--- src/rtl/ifetch_if.sv ---
// Fetch-stage bundle: redirect/replay inputs, instruction-memory port and decode-facing outputs.
// The master side is the fetch stage; the slave side is its surrounding pipeline and memory.
interface ifetch_if;
  logic        EX_TakeBranch;
  logic [31:0] EX_BranchResult;
  logic        StallPc;
  logic [31:0] Pc_update;
  logic [31:0] Stalled_Instr;
  logic        IMem_Req;
  logic [31:0] IMem_Addr;
  logic        IMem_Valid;
  logic [31:0] IMem_Rdata;
  logic [31:0] IF_Instr;
  logic [31:0] IF_Pc;
  logic [31:0] IF_Pc4;
  logic        NopIFInstr;

  modport master (
    input  EX_TakeBranch, EX_BranchResult, StallPc, Pc_update, Stalled_Instr,
    input  IMem_Valid, IMem_Rdata,
    output IMem_Req, IMem_Addr,
    output IF_Instr, IF_Pc, IF_Pc4, NopIFInstr
  );

  modport slave (
    output EX_TakeBranch, EX_BranchResult, StallPc, Pc_update, Stalled_Instr,
    output IMem_Valid, IMem_Rdata,
    input  IMem_Req, IMem_Addr,
    input  IF_Instr, IF_Pc, IF_Pc4, NopIFInstr
  );
endinterface

--- src/rtl/ifetch.sv ---
// Instruction-fetch stage: owns the fetch PC, keeps at most one memory request in flight,
// and hands one instruction or bubble per cycle to decode, honouring redirects and replays.
module ifetch #(
  parameter logic [31:0] RESET_PC  = 32'h0000_0000,
  parameter logic [31:0] NOP_INSTR = 32'h0000_0013
) (
  input  logic     clk,
  input  logic     rst,
  ifetch_if.master bus
);
  localparam int unsigned XLEN = 32;

  typedef enum logic [1:0] {
    S_ISSUE = 2'd0,
    S_WAIT  = 2'd1,
    S_DROP  = 2'd2
  } state_e;

  state_e            state_q, state_d;
  logic [XLEN-1:0]   fpc_q, fpc_d;
  logic [XLEN-1:0]   instr_q, instr_d;
  logic [XLEN-1:0]   pc_q, pc_d;
  logic [XLEN-1:0]   pc4_q, pc4_d;
  logic              nop_q, nop_d;
  logic              issue_c;
  logic              squash_c;

  assign squash_c = bus.EX_TakeBranch | bus.StallPc;

  always_ff @(posedge clk or posedge rst) begin
    if (rst) begin
      state_q <= S_ISSUE;
      fpc_q   <= RESET_PC;
      instr_q <= NOP_INSTR;
      pc_q    <= '0;
      pc4_q   <= '0;
      nop_q   <= 1'b1;
    end else begin
      state_q <= state_d;
      fpc_q   <= fpc_d;
      instr_q <= instr_d;
      pc_q    <= pc_d;
      pc4_q   <= pc4_d;
      nop_q   <= nop_d;
    end
  end

  // Next state, fetch PC and decode payload; a bubble is the default outcome.
  always_comb begin
    state_d = state_q;
    fpc_d   = fpc_q;
    instr_d = NOP_INSTR;
    pc_d    = pc_q;
    pc4_d   = pc4_q;
    nop_d   = 1'b1;
    issue_c = 1'b0;

    if (squash_c) begin
      if (bus.EX_TakeBranch) begin
        fpc_d = {bus.EX_BranchResult[XLEN-1:2], 2'b00};
      end else begin
        fpc_d   = bus.Pc_update + XLEN'(4);
        instr_d = bus.Stalled_Instr;
        pc_d    = bus.Pc_update;
        pc4_d   = bus.Pc_update + XLEN'(4);
        nop_d   = 1'b0;
      end
      // An in-flight request whose response has not arrived must still be drained.
      unique case (state_q)
        S_ISSUE: state_d = S_ISSUE;
        S_WAIT,
        S_DROP:  state_d = bus.IMem_Valid ? S_ISSUE : S_DROP;
        default: state_d = S_ISSUE;
      endcase
    end else begin
      unique case (state_q)
        S_ISSUE: begin
          issue_c = 1'b1;
          state_d = S_WAIT;
        end
        S_WAIT: begin
          if (bus.IMem_Valid) begin
            instr_d = bus.IMem_Rdata;
            pc_d    = fpc_q;
            pc4_d   = fpc_q + XLEN'(4);
            nop_d   = 1'b0;
            fpc_d   = fpc_q + XLEN'(4);
            issue_c = 1'b1;
          end
        end
        S_DROP: begin
          if (bus.IMem_Valid) begin
            state_d = S_ISSUE;
          end
        end
        default: state_d = S_ISSUE;
      endcase
    end
  end

  // In WAIT the next request targets the instruction after the one being returned.
  assign bus.IMem_Addr  = (state_q == S_WAIT) ? fpc_q + XLEN'(4) : fpc_q;
  assign bus.IMem_Req   = issue_c & ~rst;
  assign bus.IF_Instr   = instr_q;
  assign bus.IF_Pc      = pc_q;
  assign bus.IF_Pc4     = pc4_q;
  assign bus.NopIFInstr = nop_q;
endmodule
--- src/flat_wrapper.sv ---
// flat-port wrapper written by rule: the top's interface ports become plain ports
module ifetch_flat 
#(
  parameter logic [31:0] RESET_PC  = 32'h0000_0000,
  parameter logic [31:0] NOP_INSTR = 32'h0000_0013
)
  (clk, rst, bus_EX_TakeBranch, bus_EX_BranchResult, bus_StallPc, bus_Pc_update, bus_Stalled_Instr, bus_IMem_Valid, bus_IMem_Rdata, bus_IMem_Req, bus_IMem_Addr, bus_IF_Instr, bus_IF_Pc, bus_IF_Pc4, bus_NopIFInstr);
  ifetch_if bus_i ();
  input  logic clk;
  input  logic rst;
  input wire logic [$bits(bus_i.EX_TakeBranch)-1:0] bus_EX_TakeBranch;
  input wire logic [$bits(bus_i.EX_BranchResult)-1:0] bus_EX_BranchResult;
  input wire logic [$bits(bus_i.StallPc)-1:0] bus_StallPc;
  input wire logic [$bits(bus_i.Pc_update)-1:0] bus_Pc_update;
  input wire logic [$bits(bus_i.Stalled_Instr)-1:0] bus_Stalled_Instr;
  input wire logic [$bits(bus_i.IMem_Valid)-1:0] bus_IMem_Valid;
  input wire logic [$bits(bus_i.IMem_Rdata)-1:0] bus_IMem_Rdata;
  output wire logic [$bits(bus_i.IMem_Req)-1:0] bus_IMem_Req;
  output wire logic [$bits(bus_i.IMem_Addr)-1:0] bus_IMem_Addr;
  output wire logic [$bits(bus_i.IF_Instr)-1:0] bus_IF_Instr;
  output wire logic [$bits(bus_i.IF_Pc)-1:0] bus_IF_Pc;
  output wire logic [$bits(bus_i.IF_Pc4)-1:0] bus_IF_Pc4;
  output wire logic [$bits(bus_i.NopIFInstr)-1:0] bus_NopIFInstr;
  assign bus_i.EX_TakeBranch = bus_EX_TakeBranch;
  assign bus_i.EX_BranchResult = bus_EX_BranchResult;
  assign bus_i.StallPc = bus_StallPc;
  assign bus_i.Pc_update = bus_Pc_update;
  assign bus_i.Stalled_Instr = bus_Stalled_Instr;
  assign bus_i.IMem_Valid = bus_IMem_Valid;
  assign bus_i.IMem_Rdata = bus_IMem_Rdata;
  assign bus_IMem_Req = bus_i.IMem_Req;
  assign bus_IMem_Addr = bus_i.IMem_Addr;
  assign bus_IF_Instr = bus_i.IF_Instr;
  assign bus_IF_Pc = bus_i.IF_Pc;
  assign bus_IF_Pc4 = bus_i.IF_Pc4;
  assign bus_NopIFInstr = bus_i.NopIFInstr;
  ifetch #(.RESET_PC(RESET_PC), .NOP_INSTR(NOP_INSTR)) u_core (.clk(clk), .rst(rst), .bus(bus_i));
endmodule
--- config.mk ---
export PLATFORM = sky130hd
export DESIGN_NAME = ifetch_flat
export DESIGN_NICKNAME = d
export VERILOG_FILES = /design/src/rtl/ifetch_if.sv /design/src/rtl/ifetch.sv /design/src/flat_wrapper.sv
export SDC_FILE = /design/constraint.sdc
export NUM_CORES = 1
export LEC_CHECK = 0
export CAP_MARGIN = 5
export CORE_UTILIZATION = 50
export CTS_CLUSTER_DIAMETER = 150
export DETAILED_ROUTE_END_ITERATION = 6
export HOLD_SLACK_MARGIN = 0.05
export PLACE_DENSITY = 0.87
export SYNTH_ARGS = -nofsm -noshare
export SYNTH_HDL_FRONTEND = slang
export SYNTH_SLANG_ARGS = --single-unit
--- constraint.sdc ---
create_clock -name clk -period 10 [get_ports clk]
set_input_delay 2.5 -clock clk [delete_from_list [all_inputs] [get_ports clk]]
set_output_delay 2.5 -clock clk [all_outputs]
set_load 0.02 [all_outputs]
==> results.md, run 1 <==
- The flow ran to the end, but the final reports show violations.
- The final reports fail on DRC.
- The number of clock sinks is ~130.
- The number of buffers between clock root and the deepest sink is 2.
- Each instance of the synthesized netlist takes up on average 8.54 µm².
- The hold violation count in the final report is 0.
- The startpoint of the lowest-slack hold path is u_core.bus.IF_Pc4[6]$_DFFE_PP0P_.
- After detailed routing, the total wire length is 26200 µm.
- In the final timing run, aggregate negative setup slack is 0 ps.
- The number of antenna violations at the first check in global routing was 0.
- The Yosys warning count is 0.
- The all-layer global routing usage is between 30% and 40%.
- The number of pins with negative max-slew slack in the final report was 0.
- Max-cap violations in this run came to 0.
- For this block, the initial DRC count from the detailed router was 981.
- The least setup slack across all paths after layout is just under 3000 ps.
- The cell with the largest stage delay on the worst path is sky130_fd_sc_hd__and2_1.
- Of the cells placed in the final design, the portion with a size suffix greater than 1 is 5.51%.
- The critical path's largest stage delay is 640 ps.
- The worst setup path is of the input port to primary output kind.
- Traced cell by cell, the critical path runs through clkdlybuf4s50_1 -> and2_1 -> nor2_1 -> nor3_1 -> clkdlybuf4s50_1.
- The detailed-router iteration count before antenna repair is 7.
- The number of failing setup endpoints in the final timing report is 0.
- The post-detailed-placement half-perimeter wirelength is approximately 18000 µm.
- After layout, the design draws a total of approximately 0.0018 W.
- The worst-case hold path end point is u_core.bus.IF_Pc4[6]$_DFFE_PP0P_.
- The final antenna-violating net count is 0.
- The global placer's final weighted congestion is 0.933.
- The number of synthesized register bits is 129.
- In the final routed layout, each cell accounts on average for about 20 µm.
- The count of flip-flops with a built-in enable after synthesis is 0.
- The clock period minus worst slack is between 7000 and 8000 ps.
- The switching share of total power is between 30% and 40%.
- The cell chosen for the clock root is sky130_fd_sc_hd__clkbuf_16.
- Setup repair after global routing left no endpoint under its margin.
- The largest net degree at the start of global routing is between 70 and 80.
- The worst setup path startpoint is bus_IMem_Valid.
- The source-to-sink clock delay at the later pin of the worst-skew pair is 430 ps.
- Of the available clock period, the critical path in the final layout requires between 70 and 80%.
- Measured in cells, the most critical reg-to-reg path has a length of 9.
- Before CTS, the worst setup slack after placement is ~3000 ps.
- The proportion of power drawn by flip-flops and latches is between 30 and 40%.
- The worst min-delay path class is flop to flop.
- The H-tree generated during clock tree synthesis spans 4 levels.
- Dividing total power by cell area gives a power density of between 150 and 200 nW/µm².
- The first global-routing pass estimated around 41000 µm of wire.
- The number of inserted diodes is 0.
- The worst setup path is launched from an input port.
- The most numerous cell type found on the critical path is sky130_fd_sc_hd__clkdlybuf4s50_1.
- The CTS clock-pin slew for the worst setup and hold paths is around 50 ps.
- The pin slew with the least headroom to its limit is 1220 ps.
- Of the total power, the clock network draws a little under two fifths.
- The internal power is ~0.0012 W.
- The number of buffers and inverters on the critical path is 2.
- After the last flow step, the layout net total stands at between 1k and 1.5k.
- The capturing point of the worst reg2reg path is u_core.fpc_q[16]$_DFFE_PP0N_.
- The worst setup path is captured at a primary output.
- The floorplan step defined a core boundary enclosing roughly 15000 µm².
- The end-of-flow core utilization is about three quarters.
- Across the routed clock network, the largest skew measured is ~11 ps.
- The DRC violation count after routing is 24.
- When the netlist entered floorplanning its net count stood at ~1.0k.
- The total overflow left after global routing is 0.
- In this run the post-CTS setup repair buffer count came out at 0.
- The kind of cell adding the most delay to the critical path is buffers and inverters.
- The part of the total power dissipated in combinational logic is between 20% and 30%.
- The routed via count is a little under 8k.
- TritonCTS built the clock tree.
- For this run, the leading register cell type out of synthesis is sky130_fd_sc_hd__dfrtp_1.
- Compared with the post-synthesis result, the final layout area differs by 42.8%.
- Synthesis handed over a netlist of around 880 instances.
- The number of resized instances in the post-cts repair step is 0.
- The horizontal extent of the die is approximately 120 µm.
- The area of the die is approximately 16000 µm².
- The number of stages on the worst hold path is 2.
- In this run the count of I/O pins placed on the die edge is ~260.
- For this design the static power due to leakage is roughly 4.4 nW.
- The peak clock frequency supported by timing is 0.142 GHz.
- The peak supply drop is between 100 and 150 µV.
- The headroom to the max-slew limit is 18.5%.
- For this run, the register share of the synthesized area comes to a little over two fifths.
- Data on the critical path is required at its endpoint by about 7500 ps.
- The worst register-to-register path begins at u_core.state_q[1]$_DFFE_PP0P_.
- The number of rows created at floorplan is 44.
- For this run, the number of standard cells in the final layout without fillers is roughly 1.3k.
- In the routed layout, each cell is associated on average with a via count of slightly above 6.
- The cell area that synthesis handed to floorplanning was about 7500 µm².
- The via count of the first global-routing pass was 7631.
- The largest fanout of any net on the critical path is 16.
- The number of unique standard cell types used by synthesis is 61.
- Summed over all nets, the switching power comes to ~0.00055 W.
- Hold repair after CTS inserted 0 buffers.
- The total CTS buffers is 17.
- The chip height is approximately 120 µm.
- For this run, asynchronously set or reset flops after synthesis account for 100%.
- The initial core utilization is 51.5%.
- In this run the register-to-register setup slack is approximately 6300 ps.
- Data arrives at the worst endpoint at roughly 4600 ps.
- The post-placement cell count is around 1.3k.
- The total of buffers placed on input and output ports is 260.
-- through the flow --
stage | hold slack (ps) | instance area, µm²
final | 481 | 10800
after global routing | 519 | 10800
after CTS | 488 | 10800
after detailed placement | 476 | 10100
after global placement | 459 | 10100
after floorplan | 510 | 7540
-- power groups by stage --
stage,sequential (W),combinational [W],clock [W]
after floorplan,0.000675,0.000207,0
after global placement,0.000644,0.000459,0
after detailed placement,0.000647,0.000466,0
after CTS,0.000640,0.000471,0.000666
after global routing,0.000649,0.000501,0.000687
final,0.000642,0.000473,0.000667
-- cell usage after synthesis, drive strengths merged, types with 3 or more instances --
| library cell | n | area, µm² |
|---|---|---|
| dfrtp | 125 | 3130 |
| and4 | 8 | 70.1 |
| a22o | 35 | 307 |
| o21ai | 25 | 133 |
| o22ai | 8 | 50.1 |
| nor2 | 103 | 387 |
| and2 | 12 | 75.1 |
| a21o | 5 | 37.5 |
| clkbuf | 49 | 184 |
| nand2 | 152 | 571 |
| or4 | 3 | 22.5 |
| and3 | 12 | 75.1 |
| xor2 | 34 | 298 |
| mux2i | 9 | 90.1 |
| a31oi | 41 | 257 |
| a221oi | 5 | 43.8 |
| nor4 | 8 | 62.6 |
| or3 | 6 | 37.5 |
| nor3 | 20 | 105 |
| ha | 5 | 62.6 |
| o211ai | 7 | 52.6 |
| a22oi | 4 | 30.0 |
| xnor2 | 48 | 420 |
| a21oi | 29 | 145 |
| nand3 | 35 | 180 |
| nand4 | 16 | 106 |
| buf | 27 | 134 |
| a211oi | 5 | 37.5 |
| dfstp | 4 | 105 |
| inv | 9 | 33.8 |
| a221o | 5 | 50.1 |
-- worst max path at each step --
stage | end | slack (ps) | cells after the start
floorplan | bus_IMem_Req | 3910 | 5
global placement | bus_IMem_Req | 3010 | 5
detailed placement | bus_IMem_Req | 2990 | 5
CTS | bus_IMem_Req | 2970 | 5
global route | bus_IMem_Req | 2810 | 5
finish | bus_IMem_Req | 2950 | 5
-- worst reg2reg max path, delay by kind of cell, from the launching register on --
family / cells / cell delay [ps]
AOI/OAI and AO/OA: 3 / 560
and+or+nand+nor: 3 / 1110
adders and majority gates: 1 / 880
DFF: 1 / 390
buffers and inverters: 2 / 720
-- flip-flops by register name, indices dropped and copies added, names as in the netlist --
register,flops
u_core.bus.IF_Instr,32
u_core.bus.IF_Pc,32
u_core.fpc_q,32
u_core.bus.NopIFInstr,1
u_core.state_q,2
u_core.bus.IF_Pc4,30
-- cell type report --
cell class | count | area (µm²)
inverter | 10 | 40.0
multi-input combinational | 668 | 3970
sequential | 129 | 3230
fill | 1058 | 3880
tap | 184 | 230
clock buffer | 22 | 464
clock inverter | 10 | 158
timing repair buffer | 269 | 2670
-- cells by family (layout without fill, tap and decap cells) --
family | count (synthesis) | in the layout | synth area share [%]
compound gates | 192 | 192 | 17.8
xor+xnor | 82 | 82 | 9.53
fa+ha+maj | 5 | 5 | 0.830
buf+inv | 86 | 311 | 4.71
flops | 129 | 129 | 42.9
mux | 11 | 11 | 1.49
simple gates | 378 | 378 | 22.7
-- cells in the final DEF (no fill, tap or decap), types with 13 or more instances in the layout --
cell and instances:
sky130_fd_sc_hd__a31oi_1 41, sky130_fd_sc_hd__nand2_1 152, sky130_fd_sc_hd__nand3_1 34, sky130_fd_sc_hd__dfrtp_1 125, sky130_fd_sc_hd__nor2_1 99, sky130_fd_sc_hd__clkdlybuf4s50_1 259
sky130_fd_sc_hd__a21oi_1 29, sky130_fd_sc_hd__nor3_1 19, sky130_fd_sc_hd__a22o_1 35, sky130_fd_sc_hd__xnor2_1 48, sky130_fd_sc_hd__xor2_1 34, sky130_fd_sc_hd__clkbuf_16 17
sky130_fd_sc_hd__nand4_1 15, sky130_fd_sc_hd__o21ai_0 13
-- routing by layer --
layer	vias to the layer above	track usage (%)	wire [µm]
met1	3704	44.0	10000
met4	0	15.1	884
met3	83	7.90	2810
met5	-	0	0
li1	3551	-	-
met2	559	54.7	12400
No activity file was read; power rests on OpenSTA's default activity.
==> run 2, diff against run 1 <==
--- a/config.mk
+++ b/config.mk
@@ -6,11 +6,11 @@
 export NUM_CORES = 1
 export LEC_CHECK = 0
 export CAP_MARGIN = 5
-export CORE_UTILIZATION = 50
+export CORE_UTILIZATION = 42
 export CTS_CLUSTER_DIAMETER = 150
 export DETAILED_ROUTE_END_ITERATION = 6
 export HOLD_SLACK_MARGIN = 0.05
-export PLACE_DENSITY = 0.87
+export PLACE_DENSITY = 0.78
 export SYNTH_ARGS = -nofsm -noshare
 export SYNTH_HDL_FRONTEND = slang
 export SYNTH_SLANG_ARGS = --single-unit
==> constraint.sdc (replaced) <==
create_clock -name clk -period 6.3 [get_ports clk]
set_input_delay 1.575 -clock clk [delete_from_list [all_inputs] [get_ports clk]]
set_output_delay 1.575 -clock clk [all_outputs]
set_load 0.02 [all_outputs]
==> results.md, run 2 (synthesized netlist as in run 1, its figures left out) <==
- Dividing the final minimum period by the clock period gives around four fifths.
- The total of buffers placed on input and output ports is 260.
- The checks that failed: DRC.
- Post-CTS timing repair inserted 0 buffers for setup.
- The worst min-delay path class is flop to flop.
- The setup clock skew after layout is slightly above 8 ps.
- The CTS clock-pin slew for the worst setup and hold paths is around 60 ps.
- Routability-driven placement finished with a final weighted congestion of 0.924.
- The chip height is approximately 140 µm.
- The run finished, with violations left.
- The source-to-sink clock delay at the later pin of the worst-skew pair is between 400 and 500 ps.
- The via-per-instance ratio is 5.79.
- The final layout net count is about 1.2k.
- The first global-routing pass estimated ~40000 µm of wire.
- The proportion of power drawn by the clock network is roughly 36%.
- The startpoint of the worst register-to-register path is u_core.state_q[1]$_DFFE_PP0P_.
- The initial core utilization is a little over two fifths.
- The critical path is of the flop to primary output type.
- The die covers approximately 18000 µm².
- Timing would allow up to roughly 0.19 GHz.
- The kind of cell adding the most delay to the critical path is simple AND/OR/NAND/NOR gates.
- The proportion of power drawn by flip-flops and latches is around 37%.
- From left edge to right edge, the die measures 136 µm.
- The cell chosen for the clock root is sky130_fd_sc_hd__clkbuf_16.
- The relative area change from synthesis to final layout is 43.5%.
- Setup violations remaining at the end of the flow were counted as 0.
- The critical path ends at bus_IMem_Addr[31].
- For this block, the initial DRC count from the detailed router was between 900 and 1k.
- Internal power comes to 0.00187 W.
- The first TritonRoute pass finished after 7 iterations.
- The all-layer global routing usage is 28.4%.
- The largest net degree at the start of global routing is roughly 90.
- The via count of the first global-routing pass is roughly 7.4k.
- Of all nets on the critical path, the largest fanout is 17.
- After routing the design area is between 10000 and 15000 µm².
- In this run the power density over the cells is about 250 nW/µm².
- The library cell used most frequently in the layout, excluding fill and tap cells, is sky130_fd_sc_hd__clkdlybuf4s50_1.
- Counting cells, the worst reg-to-reg path comes to 10.
- The number of pins with negative max-slew slack in the final report is 0.
- The post-route setup TNS is 0 ps.
- The number of buffers and inverters on the critical path is 1.
- The total global routing overflow is 0.
- The worst path arrival time is ~3600 ps.
- The detail route stage leaves a number of antenna-violating nets equal to 0.
- The worst setup path startpoint is u_core.fpc_q[8]$_DFFE_PP0N_.
- The post-placement cell area is 10200 µm².
- The part of the total power dissipated in combinational logic is ~27%.
- For this run, the slowest stage of the critical path takes about 660 ps.
- The tool flagged a number of max-cap violations equal to 0.
- The number of hold buffers added after cts is 0.
- Summed over all layers, the routed wires come to approximately 26000 µm.
- The hold violation count in the final report came to 0.
- The capturing point of the worst reg2reg path is u_core.fpc_q[16]$_DFFE_PP0N_.
- The analysis attributes to cell leakage a power of between 4 and 5 nW.
- The number of standard cells in the final layout excluding fillers is between 1k and 1.5k.
- The worst-case register-to-register setup slack is around 3300 ps.
- Of the total power, the share spent switching nets is between 30% and 40%.
- The cell depth of the worst setup path is 7.
- The cell with the largest stage delay on the worst path is sky130_fd_sc_hd__clkdlybuf4s50_1.
- The worst setup path is launched from a flop.
- The net switching power is around 0.00089 W.
- The post-detailed-placement half-perimeter wirelength is ~19000 µm.
- At the worst endpoint, the required time is around 4700 ps.
- The DRC violation count after routing is 2.
- The post-detailed-route wirelength per cell is 19.5 µm.
- Headroom to the max-slew limit came out at 35.5%.
- In this run, placement finished with an instance count of between 1k and 1.5k.
- The clock period minus worst slack is between 5000 and 6000 ps.
- For this block, the via count after detailed routing is approximately 7.8k.
- The peak supply drop is approximately 250 µV.
- The critical path goes through and4_1 -> nand3_2 -> nor3_1 -> nand2_1 -> nor2_1 -> xor2_1 -> clkdlybuf4s50_1.
- The worst-case setup slack after placement is approximately 1500 ps.
- The total core area is between 15000 and 20000 µm².
- The worst setup path is captured at a primary output.
- After layout, the worst setup slack is ~1100 ps.
- The end-of-flow core utilization is 62.1%.
- The number of rows created at floorplan is 48.
- In the final layout, the share of cells above drive strength 1 is under 10%.
- The pin slew with the least headroom to its limit is between 900 and 1000 ps.
- The number of antenna violations at the first check in global routing is 1.
- The H-tree was split into 4 levels.
- The number of primary I/O pins is 263.
- The TritonCTS clock tree is built.
- Setup repair after global routing left no endpoint under its margin.
- The longest clock path from root to sink contains 2 buffers.
- In the layout the commonest cells are 259 x sky130_fd_sc_hd__clkdlybuf4s50_1, 152 x sky130_fd_sc_hd__nand2_1, 125 x sky130_fd_sc_hd__dfrtp_1.
- Counting the buffers created by CTS gives 17.
- The number of clock sinks is roughly 130.
- In this run, post-CTS repair resized a total of 0 instances.
==> run 2: routing by layer <==
layer / share of wire [%] / GRT usage (%) / wire (µm)
met1: 39 / 35.8 / 10100
met2: 48 / 44.8 / 12500
met5: 0 / 0 / 0
met4: 3.4 / 13.5 / 890
met3: 10 / 8.24 / 2630
==> run 2: metrics by stage <==
stage	hold WS (ps)	power, W
5_1_grt	497	0.00286
2_1_floorplan	510	0.00140
3_5_place_dp	466	0.00177
4_1_cts	488	0.00276
3_3_place_gp	461	0.00176
6_report	483	0.00276
==> run 2: how the worst min path moves through the flow <==
stage,slack (ps),endpoint,cells past startpoint,startpoint
floorplan,510,u_core.fpc_q[0]$_DFFE_PP0P_,2,u_core.fpc_q[0]$_DFFE_PP0P_
detailed placement,470,u_core.bus.IF_Pc[2]$_DFFE_PP0P_,1,u_core.bus.IF_Pc[2]$_DFFE_PP0P_
CTS,490,u_core.bus.IF_Pc[2]$_DFFE_PP0P_,1,u_core.bus.IF_Pc[2]$_DFFE_PP0P_
global route,500,u_core.bus.IF_Pc[2]$_DFFE_PP0P_,1,u_core.bus.IF_Pc[2]$_DFFE_PP0P_
global placement,460,u_core.bus.IF_Pc4[16]$_DFFE_PP0P_,1,u_core.bus.IF_Pc4[16]$_DFFE_PP0P_
finish,480,u_core.bus.IF_Pc[2]$_DFFE_PP0P_,1,u_core.bus.IF_Pc[2]$_DFFE_PP0P_
==> run 2: layout make-up <==
cell class,count,area (µm²)
Fill cell,1519,6600
Tap cell,225,282
Antenna cell,2,5.00
Timing Repair Buffer,273,2700
Clock inverter,15,160
Sequential cell,129,3230
Inverter,10,42.5
Multi-Input combinational cell,668,3970
Clock buffer,17,425
==> run 2: power groups by stage <==
| stage | sequential (W) | clock, W | combinational [W] |
|---|---|---|---|
| floorplan | 0.00107 | 0 | 0.000328 |
| global placement | 0.00102 | 0 | 0.000737 |
| detailed placement | 0.00103 | 0 | 0.000747 |
| CTS | 0.00101 | 0.000998 | 0.000751 |
| global route | 0.00103 | 0.00104 | 0.000799 |
| finish | 0.00101 | 0.000991 | 0.000750 |
==> run 2: worst reg2reg max path: stages (launching register included) <==
cell                      delay [ps]
sky130_fd_sc_hd__dfrtp_1         400
sky130_fd_sc_hd__inv_1           110
sky130_fd_sc_hd__ha_1            600
sky130_fd_sc_hd__and2_1          250
sky130_fd_sc_hd__buf_4           250
sky130_fd_sc_hd__nor2_1          120
sky130_fd_sc_hd__nor2_4          140
sky130_fd_sc_hd__buf_4           390
sky130_fd_sc_hd__o21ai_0         180
sky130_fd_sc_hd__a21oi_1         300
sky130_fd_sc_hd__a221o_1         160
==> run 3, diff against run 2 <==
--- a/config.mk
+++ b/config.mk
@@ -6,11 +6,11 @@
 export NUM_CORES = 1
 export LEC_CHECK = 0
 export CAP_MARGIN = 5
-export CORE_UTILIZATION = 42
+export CORE_UTILIZATION = 46
 export CTS_CLUSTER_DIAMETER = 150
 export DETAILED_ROUTE_END_ITERATION = 6
 export HOLD_SLACK_MARGIN = 0.05
-export PLACE_DENSITY = 0.78
+export PLACE_DENSITY = 0.81
 export SYNTH_ARGS = -nofsm -noshare
 export SYNTH_HDL_FRONTEND = slang
 export SYNTH_SLANG_ARGS = --single-unit
==> constraint.sdc (replaced) <==
create_clock -name clk -period 4.9 [get_ports clk]
set_input_delay 1.225 -clock clk [delete_from_list [all_inputs] [get_ports clk]]
set_output_delay 1.225 -clock clk [all_outputs]
set_load 0.02 [all_outputs]
==> results.md, run 3 (synthesized netlist as in run 1, its figures left out) <==
- The worst path required time is around 3700 ps.
- After detailed routing, the number of vias per cell comes to ~5.8.
- The worst path arrival time is about 3400 ps.
- After floorplanning, the core was divided into 46 placement rows.
- Derived from the worst setup path, the maximum achievable clock frequency is ~0.22 GHz.
- The die covers approximately 17000 µm².
- The proportion of layout cells with a drive suffix above 1 is 6.70%.
- The total number of H-tree levels is 4.
- The die is between 100 and 150 µm tall.
- For this design, the sink count on the clock tree is between 100 and 150.
- Setup violations remaining at the end of the flow were counted as 0.
- In this run, the number of DRC markers left after iteration 0 of detailed routing was 994.
- The flow ran to the end, and the final reports show no timing, DRC or antenna violations.
- The post-placement cell area is approximately 10000 µm².
- Final hold analysis gives a worst-case slack of around 480 ps.
- The max-capacitance violation count is 0.
- The peak supply drop is roughly 270 µV.
- In the final routed layout, each cell accounts on average for 19.6 µm.
- The number of primary I/O pins is between 200 and 300.
- The cell area power density is about 320 nW/µm².
- The number of antenna violations at the first check in global routing is 0.
- After clock tree synthesis, the clock-pin slew on the worst setup and hold paths is around 60 ps.
- The total area inside the core boundary comes to approximately 16000 µm².
- The setup clock skew after layout is 9.88 ps.
- The initial core utilization is between 40 and 50%.
- The class of the most critical setup path is flop to primary output.
- The final antenna-violating net count is 0.
- The leakage power figure is ~4.4 nW.
- The final total power is about 0.0035 W.
- Measured along the x axis, the die boundary spans 130 µm.
- In the finished design, the share of the clock period the worst path needs comes to 94.2%.
- The first detailed-routing pass ran for 6 iterations.
- The DRC violation count after routing is 0.
- The depth of the worst register-to-register path is 6.
- The hold violation count in the final report is 0.
- The cell sitting at the root of the clock tree is a sky130_fd_sc_hd__clkbuf_16.
- Setup repair after global routing left no endpoint under its margin.
- The global placer's final weighted congestion is slightly above 0.9.
- Cells fill between 60% and 70% of the core in the end.
- The pin slew with the least headroom to its limit is between 900 and 1000 ps.
- The first global-routing pass estimated between 40000 and 50000 µm of wire.
- The final layout net count is 1244.
- The source-to-sink clock delay at the later pin of the worst-skew pair is approximately 430 ps.
- In the layout the commonest cells are 259 x sky130_fd_sc_hd__clkdlybuf4s50_1, 152 x sky130_fd_sc_hd__nand2_1, 124 x sky130_fd_sc_hd__dfrtp_1.
- The total non-filler cell area in the finished layout is around 11000 µm².
- The critical path capture point type is a primary output.
- The number of buffers between clock root and the deepest sink is 2.
- After global routing the overflow that remains totals 0.
- The number of inserted diodes is 0.
- TritonCTS built the clock tree.
- The total of buffers placed on input and output ports is 260.
- Counting instances, the worst hold path has a depth of 2.
- The relative area change from synthesis to final layout is 43.7%.
- The routed via count is ~7.7k.
- The number of hold buffers added after cts is 0.
- The all-layer global routing usage is a little under a third.
- The via count of the first global-routing pass is approximately 7.4k.
- The clock period minus worst slack is about 4600 ps.
- The largest fanout of any net on the critical path is 10.
- The largest net degree at the start of global routing is between 60 and 70.
- The post-route setup TNS is 0 ps.
- The tightest min-delay check is of the flop to flop type.
- The leading cell type in the layout, fill and taps excluded is sky130_fd_sc_hd__clkdlybuf4s50_1.
- The headroom to the max-slew limit is between 30 and 40%.
- The wire length after detailed routing is around 26000 µm.
- The post-detailed-placement half-perimeter wirelength is around 19000 µm.
- The total CTS buffers is 17.
- The critical path startpoint category is a flop.
- The number of pins with negative max-slew slack in the final report is 0.
-- run 3: cell count changes in the layout (fill, tap and decap cells not counted), sizes merged --
| cell | change |
|---|---|
| clkbuf | +2 |
| buf | +7 |
| bufinv | -1 |
| clkinv | +2 |
| clkinvlp | -1 |
| diode | -2 |
| inv | -2 |
-- run 3: final timing paths --
kind                                                         from                                 to  slack [ps]
worst max register to register      u_core.state_q[1]$_DFFE_PP0P_        u_core.fpc_q[4]$_DFFE_PP0N_        1860
max in group asynchronous                                     rst  u_core.bus.IF_Pc4[23]$_DFFE_PP0P_        2700
worst min-delay path            u_core.bus.IF_Pc4[11]$_DFFE_PP0P_  u_core.bus.IF_Pc4[11]$_DFFE_PP0P_         480
min in group asynchronous                                     rst  u_core.bus.IF_Instr[12]$_DFF_PP0_        1340
worst max-delay path                 u_core.fpc_q[15]$_DFFE_PP0N_                  bus_IMem_Addr[26]         280
worst min register to register  u_core.bus.IF_Pc4[11]$_DFFE_PP0P_  u_core.bus.IF_Pc4[11]$_DFFE_PP0P_         480
-- run 3: metal layers --
metal  vias to the layer above  wire length [µm]  global-route usage, %
met2                       433             12500                   49.5
met4                         0               750                   13.1
met5                         -                 0                      0
li1                       3564                 -                      -
met3                        67              2370                   7.13
met1                      3680             10600                   41.9
-- run 3: repair_timing --
item / CTS / global route
setup buffers: 0 / 0
endpoints found under the setup margin: 0 / 3
resized for setup: 0 / 2
-- run 3: power by group --
group          internal (W)  total [W]  switching (W)
combinational      0.000464   0.000973       0.000508
sequential          0.00119    0.00130       0.000118
clock              0.000709    0.00122       0.000507
-- run 3: through the flow --
stage / setup slack [ps] / cells
floorplan: 241 / 883
global placement: 673 / 1303
detailed placement: 687 / 1303
CTS: 207 / 1335
global route: 71.8 / 1335
finish: 284 / 1335
-- run 3: critical path: stages, from the launching register on --
cell                              delay, ps
sky130_fd_sc_hd__dfrtp_1                560
sky130_fd_sc_hd__and4_1                 420
sky130_fd_sc_hd__nand4_1                290
sky130_fd_sc_hd__nor3_4                 410
sky130_fd_sc_hd__and2_1                 300
sky130_fd_sc_hd__nand3_1                120
sky130_fd_sc_hd__xnor2_1                210
sky130_fd_sc_hd__clkdlybuf4s50_1        650
-- run 3: cell type report --
class	count	area (µm²)
clock buffers	19	443
clock inverters	13	115
fillers	1289	5110
inverters	10	40.0
multi-input cells	668	3980
flip-flops and latches	129	3230
well taps	216	270
repair buffers	280	2750
